`src/rtl/operand_fwd_ctrl_if.sv`:
```
// ID-stage decode fields in, operand-mux selects, stall and stall count out.
// master: ID/decode side, slave: forwarding controller.
interface operand_fwd_ctrl_if #(
  parameter int REGW = 5,
  parameter int CNTW = 16
);
  logic            id_valid;
  logic [REGW-1:0] id_rs;
  logic [REGW-1:0] id_rt;
  logic            id_use_rs;
  logic            id_use_rt;
  logic            id_use_imm;
  logic            id_wreg;
  logic [REGW-1:0] id_rn;
  logic            id_m2reg;
  logic            mem_stall;
  logic [2:0]      fwda;
  logic [2:0]      fwdb;
  logic            stall;
  logic [CNTW-1:0] stall_cnt;

  modport master (
    output id_valid, id_rs, id_rt,
    output id_use_rs, id_use_rt, id_use_imm,
    output id_wreg, id_rn, id_m2reg,
    output mem_stall,
    input  fwda, fwdb, stall, stall_cnt
  );

  modport slave (
    input  id_valid, id_rs, id_rt,
    input  id_use_rs, id_use_rt, id_use_imm,
    input  id_wreg, id_rn, id_m2reg,
    input  mem_stall,
    output fwda, fwdb, stall, stall_cnt
  );
endinterface

```
`src/rtl/operand_fwd_ctrl.sv`:
```
// Operand forwarding + load-use interlock. Ports: clock, resetn (async low),
// bus (slave): ID decode fields/mem_stall in; fwda, fwdb, stall, stall_cnt out.
module operand_fwd_ctrl #(
  parameter int REGW = 5,
  parameter int CNTW = 16
) (
  input  logic              clock,
  input  logic              resetn,
  operand_fwd_ctrl_if.slave bus
);

  typedef struct packed {
    logic            wreg;
    logic [REGW-1:0] rn;
    logic            m2reg;
  } stage_t;

  localparam logic [2:0] SEL_RF  = 3'b000;
  localparam logic [2:0] SEL_EXE = 3'b001;
  localparam logic [2:0] SEL_MEM = 3'b010;
  localparam logic [2:0] SEL_LD  = 3'b011;
  localparam logic [2:0] SEL_WB  = 3'b100;
  localparam logic [2:0] SEL_IMM = 3'b101;

  stage_t          e_q, m_q, w_q;
  stage_t          e_d;
  logic [CNTW-1:0] cnt_q, cnt_d;

  logic [2:0] sel_a, sel_b;
  logic       lu_a, lu_b;
  logic       stall;

  // {load_use, select}; nearest stage wins, r0 never matches.
  function automatic logic [3:0] pick(
    input logic [REGW-1:0] r,
    input logic            use_r,
    input stage_t          e,
    input stage_t          m,
    input stage_t          w
  );
    logic he, hm, hw;
    logic [3:0] res;
    he  = use_r && (r != '0) && e.wreg && (e.rn == r);
    hm  = use_r && (r != '0) && m.wreg && (m.rn == r);
    hw  = use_r && (r != '0) && w.wreg && (w.rn == r);
    res = {1'b0, SEL_RF};
    priority case (1'b1)
      he:      res = e.m2reg ? {1'b1, SEL_RF} : {1'b0, SEL_EXE};
      hm:      res = m.m2reg ? {1'b0, SEL_LD} : {1'b0, SEL_MEM};
      hw:      res = {1'b0, SEL_WB};
      default: res = {1'b0, SEL_RF};
    endcase
    return res;
  endfunction

  always_comb begin
    {lu_a, sel_a} = pick(bus.id_rs, bus.id_use_rs, e_q, m_q, w_q);
    {lu_b, sel_b} = pick(bus.id_rt, bus.id_use_rt, e_q, m_q, w_q);
    if (bus.id_use_imm) begin
      sel_b = SEL_IMM;
      lu_b  = 1'b0;
    end
    stall = bus.id_valid & ~bus.mem_stall & (lu_a | lu_b);
  end

  always_comb begin
    e_d = '0;
    if (bus.id_valid && !stall)
      e_d = '{wreg: bus.id_wreg, rn: bus.id_rn, m2reg: bus.id_m2reg};
    cnt_d = cnt_q;
    if (stall && (cnt_q != '1))
      cnt_d = cnt_q + 1'b1;
  end

  always_ff @(posedge clock or negedge resetn) begin
    if (!resetn) begin
      e_q   <= '0;
      m_q   <= '0;
      w_q   <= '0;
      cnt_q <= '0;
    end else if (!bus.mem_stall) begin
      w_q   <= m_q;
      m_q   <= e_q;
      e_q   <= e_d;
      cnt_q <= cnt_d;
    end
  end

  assign bus.fwda      = sel_a;
  assign bus.fwdb      = sel_b;
  assign bus.stall     = stall;
  assign bus.stall_cnt = cnt_q;

endmodule

```
`src/flat_wrapper.sv`:
```
// flat-port wrapper written by rule: the top's interface ports become plain ports
module operand_fwd_ctrl_flat 
#(
  parameter int REGW = 5,
  parameter int CNTW = 16
)
  (clock, resetn, bus_id_valid, bus_id_rs, bus_id_rt, bus_id_use_rs, bus_id_use_rt, bus_id_use_imm, bus_id_wreg, bus_id_rn, bus_id_m2reg, bus_mem_stall, bus_fwda, bus_fwdb, bus_stall, bus_stall_cnt);
  operand_fwd_ctrl_if #(.REGW(REGW), .CNTW(CNTW)) bus_i ();
  input  logic clock;
  input  logic resetn;
  input wire logic [$bits(bus_i.id_valid)-1:0] bus_id_valid;
  input wire logic [$bits(bus_i.id_rs)-1:0] bus_id_rs;
  input wire logic [$bits(bus_i.id_rt)-1:0] bus_id_rt;
  input wire logic [$bits(bus_i.id_use_rs)-1:0] bus_id_use_rs;
  input wire logic [$bits(bus_i.id_use_rt)-1:0] bus_id_use_rt;
  input wire logic [$bits(bus_i.id_use_imm)-1:0] bus_id_use_imm;
  input wire logic [$bits(bus_i.id_wreg)-1:0] bus_id_wreg;
  input wire logic [$bits(bus_i.id_rn)-1:0] bus_id_rn;
  input wire logic [$bits(bus_i.id_m2reg)-1:0] bus_id_m2reg;
  input wire logic [$bits(bus_i.mem_stall)-1:0] bus_mem_stall;
  output wire logic [$bits(bus_i.fwda)-1:0] bus_fwda;
  output wire logic [$bits(bus_i.fwdb)-1:0] bus_fwdb;
  output wire logic [$bits(bus_i.stall)-1:0] bus_stall;
  output wire logic [$bits(bus_i.stall_cnt)-1:0] bus_stall_cnt;
  assign bus_i.id_valid = bus_id_valid;
  assign bus_i.id_rs = bus_id_rs;
  assign bus_i.id_rt = bus_id_rt;
  assign bus_i.id_use_rs = bus_id_use_rs;
  assign bus_i.id_use_rt = bus_id_use_rt;
  assign bus_i.id_use_imm = bus_id_use_imm;
  assign bus_i.id_wreg = bus_id_wreg;
  assign bus_i.id_rn = bus_id_rn;
  assign bus_i.id_m2reg = bus_id_m2reg;
  assign bus_i.mem_stall = bus_mem_stall;
  assign bus_fwda = bus_i.fwda;
  assign bus_fwdb = bus_i.fwdb;
  assign bus_stall = bus_i.stall;
  assign bus_stall_cnt = bus_i.stall_cnt;
  operand_fwd_ctrl #(.REGW(REGW), .CNTW(CNTW)) u_core (.clock(clock), .resetn(resetn), .bus(bus_i));
endmodule
```
`config.mk`:
```
export PLATFORM = sky130hd
export DESIGN_NAME = operand_fwd_ctrl_flat
export DESIGN_NICKNAME = d
export VERILOG_FILES = /design/src/rtl/operand_fwd_ctrl_if.sv /design/src/rtl/operand_fwd_ctrl.sv /design/src/flat_wrapper.sv
export SDC_FILE = /design/constraint.sdc
export NUM_CORES = 1
export LEC_CHECK = 0
export BUFFER_PORTS_ARGS = -buffer_cell sky130_fd_sc_hd__buf_2
export CORE_MARGIN = 10
export CORE_UTILIZATION = 60
export CTS_BUF_LIST = sky130_fd_sc_hd__clkbuf_8
export CTS_CLUSTER_DIAMETER = 80
export CTS_CLUSTER_SIZE = 40
export DETAILED_ROUTE_END_ITERATION = 16
export GPL_ROUTABILITY_DRIVEN = 0
export PLACE_DENSITY_LB_ADDON = 0.2
export REMOVE_ABC_BUFFERS = 1
export SETUP_SLACK_MARGIN = 0.2
export SYNTH_ARGS = -nofsm -noshare
export SYNTH_HDL_FRONTEND = slang
export SYNTH_SLANG_ARGS = --single-unit
```
`constraint.sdc`:
```
create_clock -name clock -period 5.1 [get_ports clock]
set_input_delay 0.51 -clock clock [delete_from_list [all_inputs] [get_ports clock]]
set_output_delay 0.51 -clock clock [all_outputs]
set_load 0.02 [all_outputs]
```
==> run summary <==
CTS Hold Bufs: 0
Fmax achieved: 356 MHz
Post-synthesis register bit count: 36
CP Capture Type: output port
DRC errors left: 0
Htree depth: 2
Asr flop ratio synth: 1.00
Detailed Route WL: 5.16 mm
Nets: 263
CP peak stage delay: 0.77 ns
RR Startpoint: u_core.bus.stall_cnt[0]
Worst r2r dst: u_core.bus.stall_cnt[1]
DR WL met2: 2.47 mm
Layout area overhead: 17.5%
Placeable Area: 0.00336 sq mm
Power Dens Cells: 272 mW/mm^2
Commonest non-fill, non-tap cell in the layout: buf_2
Sequential fraction of the synthesis area: 0.428
Design area: 0.00247 sq mm
Share of layout cells above drive strength 1: 0.310
IO buf count: 46
Drt via density: 5.92
Min-delay worst type: input port to asynchronous set/reset pin
Status: complete, no violations
Max transition margin: 0.387
Synth Instances: 191
Crit-path cells: buf_2, nor2b_1, nand2_1, nor2_1, buf_2
TritonCTS buffer count: 5
ANT cells: 0
Worst setup margin: 2.29 ns
First-pass DRT Iterations: 4
Yosys cell types: 43
Root Driver: clkbuf_8
Post-Syn Area per Cell: 11.0 sq um
Vias: 1,686
Clock buffer depth: 2
Pre-CTS WS: 2.20 ns
Critical path data required time: 4.59 ns
Clk slew on worst S/H paths: 0.07 ns
Final Critical Period: 2.81 ns
R2r setup slk: 2.87 ns
GRT Resource Usage Total: 0.170
Max Cap Viol: 0
Global-route wire length before repair: 8.68 mm
Max-slew violations: 0
Placed cell areas: 0.00236 sq mm
Routed length per instance: 18.1 microns
I/O pin total: 47
Unrepaired setup endpoints after global routing: false
Initial antenna violation count: 0
Hpwl dp: 3.87 mm
Most numerous cell on the critical path: buf_2
Clock skew: 0.00557 ns
Setup Fix Bufs, Post-CTS: 0
Final setup vio count: 0
# rows: 21
Most frequent cells in the layout: buf_2 (46), dfrtp_1 (36), xor2_1 (30), xnor2_1 (15)
Ratio of final minimum period to clock period: 0.551
P_leak: 0.00120 uW
Vias in the first global route: 1,775
WP data arrival: 2.30 ns
Die W: 79.2 microns
Clock sinks: 36
Finished Layout Cells: 285
Max Used Layer: met4
Largest net degree at the start of global routing: 37
Worst Setup Start Kind: input port
ANT nets after route: 0
Initial core utilization: 0.626
Top fanout value on the critical path: 23
Yosys warns: 0
Clk_lat worst skew: 0.29 ns
Final Hold Fails: 0
Worst path slowest cell: nor2b_1
Routed wl met3: 317 microns
Setup tns final: 0 ns
Die Height: 79.2 microns
EDFF count, synth: 0
Worst reg2reg path depth: 6
CTS tree: done
CTS resizes: 0
Final core utilization: 0.736
M1 WL: 2.31 mm
DRT iter0 DRCs: 171
Mapped Area: 0.00211 sq mm
Ys flop type: dfrtp_1
Peak supply drop: 209 uV
Cells after DPL: 277
Congestion Overflow GR: 0
Worst slew pin tran: 0.918 ns
Crit Path Class: input port to output port
Die area: 0.00628 sq mm
power by group:
| group | switching (uW) | total (uW) | internal [uW] | leakage (uW) |
|---|---|---|---|---|
| clock | 104 | 248 | 145 | 0.0000541 |
| sequential | 26.1 | 329 | 303 | 0.000484 |
| combinational | 48.5 | 96.6 | 48.2 | 0.000660 |
sequential cells by signal, summed over array words and instances (netlist names):
register	count
u_core.bus.stall_cnt	16
u_core.e_q	7
u_core.m_q	7
u_core.w_q	6
layout make-up:
cell class | instances | area (sq um)
Multi-Input combinational cell | 148 | 1170
Sequential cell | 36 | 901
Fill cell | 281 | 888
Timing Repair Buffer | 46 | 230
Clock buffer | 5 | 68.8
Tap cell | 46 | 57.6
Clock inverter | 3 | 42.5
Inverter | 1 | 3.75
worst max-delay path by stage:
stage | start | endpoint | slack, ns | depth (start not counted)
after floorplan | bus_id_rs[1] | bus_fwda[2] | 2.37 | 4
after global placement | bus_mem_stall | u_core.bus.stall_cnt[10] | 2.30 | 6
after CTS | bus_mem_stall | bus_stall | 2.35 | 5
after global routing | bus_mem_stall | bus_stall | 2.12 | 5
after detailed placement | bus_mem_stall | u_core.bus.stall_cnt[10] | 2.20 | 6
final | bus_mem_stall | bus_stall | 2.29 | 5
per-stage QoR:
stage               power (uW)  hold WS, ns
detailed placement         431        0.483
finish                     674        0.288
global route               702        0.338
floorplan                  389        0.214
CTS                        679        0.303
global placement           428        0.477
logic make-up after synthesis:
group,synth area share
AND/OR/NAND/NOR,0.203
XOR/XNOR,0.187
flip-flops,0.428
AO/OA/AOI/OAI,0.0909
multiplexers,0.0695
buffers and inverters,0.0160
adder cells (fa/ha/maj),0.00594
synth_stat cells, drive strengths merged, types with 3 or more instances:
| library cell | number | area share |
|---|---|---|
| a32o | 7 | 0.033 |
| clkbuf | 4 | 0.0071 |
| dfrtp | 36 | 0.43 |
| mux2 | 13 | 0.070 |
| nand2 | 7 | 0.012 |
| nand3 | 6 | 0.014 |
| nand4 | 11 | 0.033 |
| nor2 | 6 | 0.012 |
| nor3 | 12 | 0.029 |
| nor4 | 9 | 0.034 |
| o21ai | 4 | 0.0095 |
| or3 | 3 | 0.011 |
| or4 | 4 | 0.016 |
| xnor2 | 15 | 0.062 |
| xor2 | 30 | 0.12 |
critical path, delay by kind of cell:
| family | cells | cell delay, ns |
|---|---|---|
| simple gates | 3 | 1.35 |
| buf+inv | 2 | 0.43 |
metal layers:
| layer | vias to the layer above | global-route usage |
|---|---|---|
| met5 | - | 0 |
| met4 | 0 | 0.0484 |
| met3 | 6 | 0.0574 |
| met2 | 39 | 0.272 |
| met1 | 828 | 0.213 |
| li1 | 813 | - |
No activity file was read; power rests on OpenSTA's default activity.
